## src/rtl/ram_block_mover.sv

```systemverilog
// Block copy / constant fill engine driving two single-port clocked-read RAMs.
// Reads run one ce ahead of writes, so one word moves per ce once the pipe is full.
module ram_block_mover #(
    parameter int DATA = 8,
    parameter int ADDR = 10
) (
    input  logic            clk,
    input  logic            reset,
    input  logic            ce,
    input  logic            start,
    input  logic            abort,
    input  logic            fill,
    input  logic [DATA-1:0] fill_val,
    input  logic [ADDR-1:0] src_base,
    input  logic [ADDR-1:0] dst_base,
    input  logic [ADDR:0]   len,
    output logic            busy,
    output logic            done,
    output logic            src_ce,
    output logic [ADDR-1:0] src_addr,
    input  logic [DATA-1:0] src_dout,
    output logic            dst_ce,
    output logic            dst_wr,
    output logic [ADDR-1:0] dst_addr,
    output logic [DATA-1:0] dst_din
);

    typedef enum logic {IDLE, RUN} state_t;

    localparam logic [ADDR:0] DEPTH = {1'b1, {ADDR{1'b0}}};

    state_t          state;
    logic [ADDR:0]   rd_left;
    logic            fill_q;
    logic [DATA-1:0] fill_val_q;
    logic [ADDR:0]   len_eff;

    assign len_eff = (len > DEPTH) ? DEPTH : len;
    assign src_ce  = ce;
    assign dst_ce  = ce;
    assign dst_din = fill_q ? fill_val_q : src_dout;

    // done is cleared on every clk so it stays a single-clk pulse even when ce is sparse;
    // abort bypasses ce and wins over a simultaneous start.
    always_ff @(posedge clk or posedge reset) begin
        if (reset) begin
            state      <= IDLE;
            busy       <= 1'b0;
            done       <= 1'b0;
            dst_wr     <= 1'b0;
            src_addr   <= '0;
            dst_addr   <= '0;
            rd_left    <= '0;
            fill_q     <= 1'b0;
            fill_val_q <= '0;
        end else begin
            done <= 1'b0;
            if (abort) begin
                state  <= IDLE;
                busy   <= 1'b0;
                dst_wr <= 1'b0;
            end else if (ce) begin
                case (state)
                    IDLE: begin
                        if (start) begin
                            fill_q     <= fill;
                            fill_val_q <= fill_val;
                            src_addr   <= src_base;
                            dst_addr   <= dst_base;
                            rd_left    <= len_eff;
                            dst_wr     <= 1'b0;
                            if (len_eff == '0) begin
                                done <= 1'b1;
                            end else begin
                                state <= RUN;
                                busy  <= 1'b1;
                            end
                        end
                    end
                    RUN: begin
                        if (rd_left != '0) begin
                            src_addr <= src_addr + 1'b1;
                            rd_left  <= rd_left - 1'b1;
                            dst_wr   <= 1'b1;
                        end else begin
                            dst_wr <= 1'b0;
                        end
                        if (dst_wr) begin
                            dst_addr <= dst_addr + 1'b1;
                        end
                        // Last write commits on this edge: nothing left to read.
                        if (dst_wr && (rd_left == '0)) begin
                            state <= IDLE;
                            busy  <= 1'b0;
                            done  <= 1'b1;
                        end
                    end
                    default: state <= IDLE;
                endcase
            end
        end
    end

endmodule

```

## config.mk

```make
export PLATFORM = sky130hd
export DESIGN_NAME = ram_block_mover
export DESIGN_NICKNAME = d
export VERILOG_FILES = /design/src/rtl/ram_block_mover.sv
export SDC_FILE = /design/constraint.sdc
export NUM_CORES = 1
export LEC_CHECK = 0
export ABC_AREA = 1
export CAP_MARGIN = 20
export CORE_MARGIN = 4
export CORE_UTILIZATION = 43
export DETAILED_ROUTE_END_ITERATION = 8
export PLACE_DENSITY = 0.77
export SYNTH_ARGS = -nofsm -noshare
export SYNTH_HDL_FRONTEND = slang
export SYNTH_SLANG_ARGS = --single-unit
```

## constraint.sdc

```tcl
create_clock -name clk -period 1.6 [get_ports clk]
set_input_delay 0.32 -clock clk [delete_from_list [all_inputs] [get_ports clk]]
set_output_delay 0.32 -clock clk [all_outputs]
set_load 0.05 [all_outputs]
```

### After elaboration in Yosys (flattened, before gate mapping)

Index checks and enable logic that the tools add are counted.

* register bits after elaboration: 44
* latch bits: 0
* RAM bits: 0
* memory bits (read-only): 0
* bits of input ports: 53
* output and inout port bits: 33
* logic and storage cells: 65
* memories: 0

* add/sub/neg operators: 3
* multipliers: 0
* divide/modulo/power cells: 0
* magnitude comparators: 1
* eq/ne operators: 6
* shift-type cells: 0
* mux-type cells: 34
* bitwise gates (word level): 2
* reductions and logical operators: 10

Operators with widths (count)
* 2-to-1 mux 10 bit: 4
* one-hot mux 10 bit (2 select lines): 2
* 2-to-1 mux 11 bit: 3
* zero test 11 bit: 2
* one-hot mux 11 bit (2 select lines): 1
* adder 10 x 1 -> 10 bit, second input constant: 2
* 2-to-1 mux 1 bit: 19
* AND reduction 4 bit: 4
* > comparator 11 bit, second input constant: 1
* nonzero test 11 bit: 1
* subtractor 11 x 1 -> 11 bit, second input constant: 1
* 2-to-1 mux 8 bit: 1
* one-hot mux 1 bit (2 select lines): 4
* != test 3 bit, second input constant: 2
* != test 2 bit, second input constant: 2
* != test 3 x 2 -> 1 bit, second input constant: 1
* != test 2 x 1 -> 1 bit, second input constant: 1
* NOT 1 bit: 2
* AND reduction 2 bit: 1
* nonzero test 2 bit: 1
* logical AND 1 bit: 1

### Logic depth before layout (Yosys ltp)

* depth in word-level cells: 8
* gate-level depth with buffers: 11
* gate-level depth less buffers: 10

### Least setup slack after synthesis

Ideal clock, no wire load.

* path type: register to register
* start point: reg dst_addr[0]
* end point: reg dst_addr[8]
* setup time: 0.118 ns
* data arrival time: 1.548 ns
* required time: 1.482 ns
* setup slack: -0.066 ns
* stages on the path, launching flop included: 9
* path buffers: 0
* clock period less this slack: 1.666 ns
* cells stage by stage: dfrtp_1 > ha_1 > nand3_1 > nor2_1 > nand2_1 > o21ai_0 > nand3_1 > nand2_1 > nand2_1

* cells in the longest elaborated chain, start to end: 3

RTL lines
* start: declaration: line 24 `output logic [ADDR-1:0] dst_addr,`
* start signal: assignment: line 69 `dst_addr <= dst_base;`
* start signal: assignment: line 89 `dst_addr <= dst_addr + 1'b1;`
* adder 10 x 1 -> 10 bit: line 89
* 2-to-1 mux 10 bit: line 88 `if (dst_wr) begin`
* one-hot mux 10 bit (2 select lines): line 63 `case (state)`

Every way passes these cells. The select of a mux whose other input is x is not followed.
A chain may end at the register's enable or synchronous reset.

### Worst setup path after layout

* start point: reg fill_q
* end point: out dst_din[6]

* cells in the longest elaborated chain, start to end: 1

RTL lines
* start: declaration: line 34 `logic fill_q;`
* start signal: assignment: line 66 `fill_q <= fill;`
* 2-to-1 mux 8 bit: line 41 `assign dst_din = fill_q ? fill_val_q : src_dout;`
* end: declaration: line 25 `output logic [DATA-1:0] dst_din`

Every way passes these cells.

==> results.toml <==
[global_route]
grt_first_pass_wirelength_microns = 13900
overflow = 0
grtUsageTotal = 0.221
grt_max_degree = 45
grt_pass1_vias = 3072
antenna_found_initial = 0

[logic_synthesis]
synth_xor_area_frac = 0.00917
synth_cell_types = 34
synth_nets = 478
synthMuxAreaShare = 0.0315
yosys_warnings = 0
yosysSeqAreaShare = 0.384
synth-adder-area-share = 0.0131
syn_inst = 422
synth_top_family_by_area = "simple AND/OR/NAND/NOR gates"
ys_ff_latch = 44
synthSimpleGateAreaFrac = 0.384
syn_area_sq_mm = 0.00286
synth.avg_cell_area_sq_um = 6.79
synth_compound_area_frac = 0.0839

[finish]
layout_common_cells = "138 x nand2_1, 52 x clkdlybuf4s50_1, 41 x buf_4, 39 x nand3_1, 39 x dfrtp_1"
final_area_sq_mm = 0.00473
n_antenna_cell = 0
final_nets = 601
drive_gt1_frac = 0.282
final_common_cell = "nand2_1"
area_growth_pct = 65.2

[setup_path]
crit_fanout = 4
path_cells = "buf_4 -> mux2_2 -> buf_12"
cpPeakStageDelay_ps = 370
critical_path_arrival_ps = 1330
timing_worst_setup_path_type = "flop to output pin"
path_buf_inv = 2
crit_slowest_cell = "dfrtp_2"
start_kind = "flop"
critical-path-top-delay-family = "flip-flops"
worstPathRequired_ps = 1280
cp-end-kind = "output pin"

[clocking]
htreeDepth = 2
clk-insertion-delay-late_ps = 300
cts_tree = "yes"
clkTransAtPathRegs_ps = 80
numCtsBuffers = 5
root_buffer = "clkbuf_8"
cts_buffer_depth = 2
clock-sinks = 44

[floorplanning]
rows = 29
core_area_sq_mm = 0.00642
io_pins = 86
start_util = 0.446
die_y_microns = 89.6
dieWidth_microns = 89.6
die_area_sq_mm = 0.00803

[pwr]
power.density_mw_per_mm2 = 1540
ir_worst_vdd_v = 0.00103
p_leak_nw = 2.37
power.total_mw = 7.27

[place]
hpwl_microns = 6530
numPortBuffers = 85
placed_area_sq_mm = 0.00434
dpl_worst_slack_ps = -196
gp_congestion = 0.875

[sta]
tightest_slew_ps = 419
fin_crit_ps = 1650
timing.final.crit_share = 1.03
hold_viol_final = 0
fin_ws_ps = -53.0
drv_slew = 0
setup_viol = 10
fmax_mhz = 605
slew_headroom = 0.719
rsz0062_at_grt = "yes"
skew_ps = 14.9

[drt]
vias_per_cell = 5.25
first_pass_iters = 5
wl_per_cell_microns = 14.9
drt_iter0_drc = 248
drc = 0
wirelength_microns = 9250
num_vias = 3268
postRouteAntennaNets = 0

[flow_run]
cap_viol_max_count = 0

[min_path]
hp-class = "input port to async pin"

[outcome]
violations = "negative setup slack"
status = "complete, but fails checks"
[worst paths after layout]
kind / from / slack [ps] / cells after the start / end
min in group clk: fill_val_q[2] / 490 / 2 / fill_val_q[2]
max in group asynchronous: reset / 1020 / 3 / fill_q
worst min-delay path: reset / 360 / 3 / dst_addr[9]
worst max register to register: rd_left[1] / -10 / 10 / rd_left[5]
worst min register to register: fill_val_q[2] / 490 / 2 / fill_val_q[2]
worst max-delay path: fill_q / -50 / 3 / dst_din[6]
[sequential cells by signal (all words and copies together) (netlist names)]
name,count
fill_val_q,8
rd_left,11
dst_addr,10
src_addr,10
done,1
busy,1
dst_wr,1
state,1
fill_q,1
[repair_timing]
item	in CTS	in global routing
hold buffers	0	0
setup endpoints to repair	29	30
gates cloned	0	2
pin swaps	1	22
gates resized for setup	9	53
buffers inserted	3	5
[per-stage QoR]
stage / hold WS [ps] / TNS [ps] / std cells / util
2_1_floorplan: 430 / 0 / 422 / -
3_3_place_gp: 461 / -2540 / 605 / 0.676
3_5_place_dp: 470 / -4180 / 605 / 0.676
4_1_cts: 367 / -299 / 616 / 0.696
5_1_grt: 386 / -1400 / 623 / 0.737
6_report: 359 / -392 / 623 / 0.737
[routing by layer]
layer,track usage,share of wire,vias to the layer above
li1,-,-,1593
met3,0.0310,0.056,21
met5,0,0,-
met1,0.291,0.40,1537
met2,0.374,0.52,117
met4,0.0717,0.025,0
[power breakdown]
group	switching, mW	internal (mW)
combinational	2.46	2.13
sequential	0.500	1.49
clock	0.378	0.307
total	3.34	3.93
[cells in the mapped netlist]
cell type  instances  area (sq um)
inv_1             36           135
or2_2              2          12.5
nor2_4             2          22.5
mux2_2             8          90.1
dfrtp_1           44          1100
o21ai_0            9          45.0
nor2_1            33           124
buf_4              3          22.5
inv_2              7          26.3
a21boi_0           1          7.51
nor2_2             2          12.5
nand3b_1           1          7.51
nand3_2            1          10.0
nand2_1          163           612
xnor2_1            3          26.3
o21bai_1           2          15.0
a31oi_1            2          12.5
clkbuf_1           3          11.3
o31ai_1            1          7.51
nand3_1           41           205
o22ai_1            2          12.5
a21boi_1           1          7.51
clkinv_2           1          5.00
nand4_1            9          56.3
buf_2              9          45.0
a21oi_1            8          40.0
a21o_1             1          7.51
buf_6              2          22.5
nand2_4            1          11.3
ha_1               3          37.5
nand2_2            2          12.5
o21ai_1           14          70.1
a22oi_1            2          15.0
nor3_1             3          15.0
[layout make-up]
cell class | instances | area, sq um
clock buffers | 7 | 76.3
clock inverters | 1 | 5.00
fillers | 478 | 1690
inverters | 44 | 170
multi-input cells | 317 | 1660
flip-flops and latches | 44 | 1110
well taps | 77 | 96.3
repair buffers | 133 | 1620
[cells by family after synthesis]
kind of cell,after synthesis
AO/OA/AOI/OAI,43
XOR/XNOR,3
adder cells (fa/ha/maj),3
buffers and inverters,61
flip-flops,44
multiplexers,8
AND/OR/NAND/NOR,260
[worst min-delay path, delay by kind of cell]
kind / cells / cell delay [ps]
buffers and inverters: 3 / 710
(Power assumes the default switching activity.)
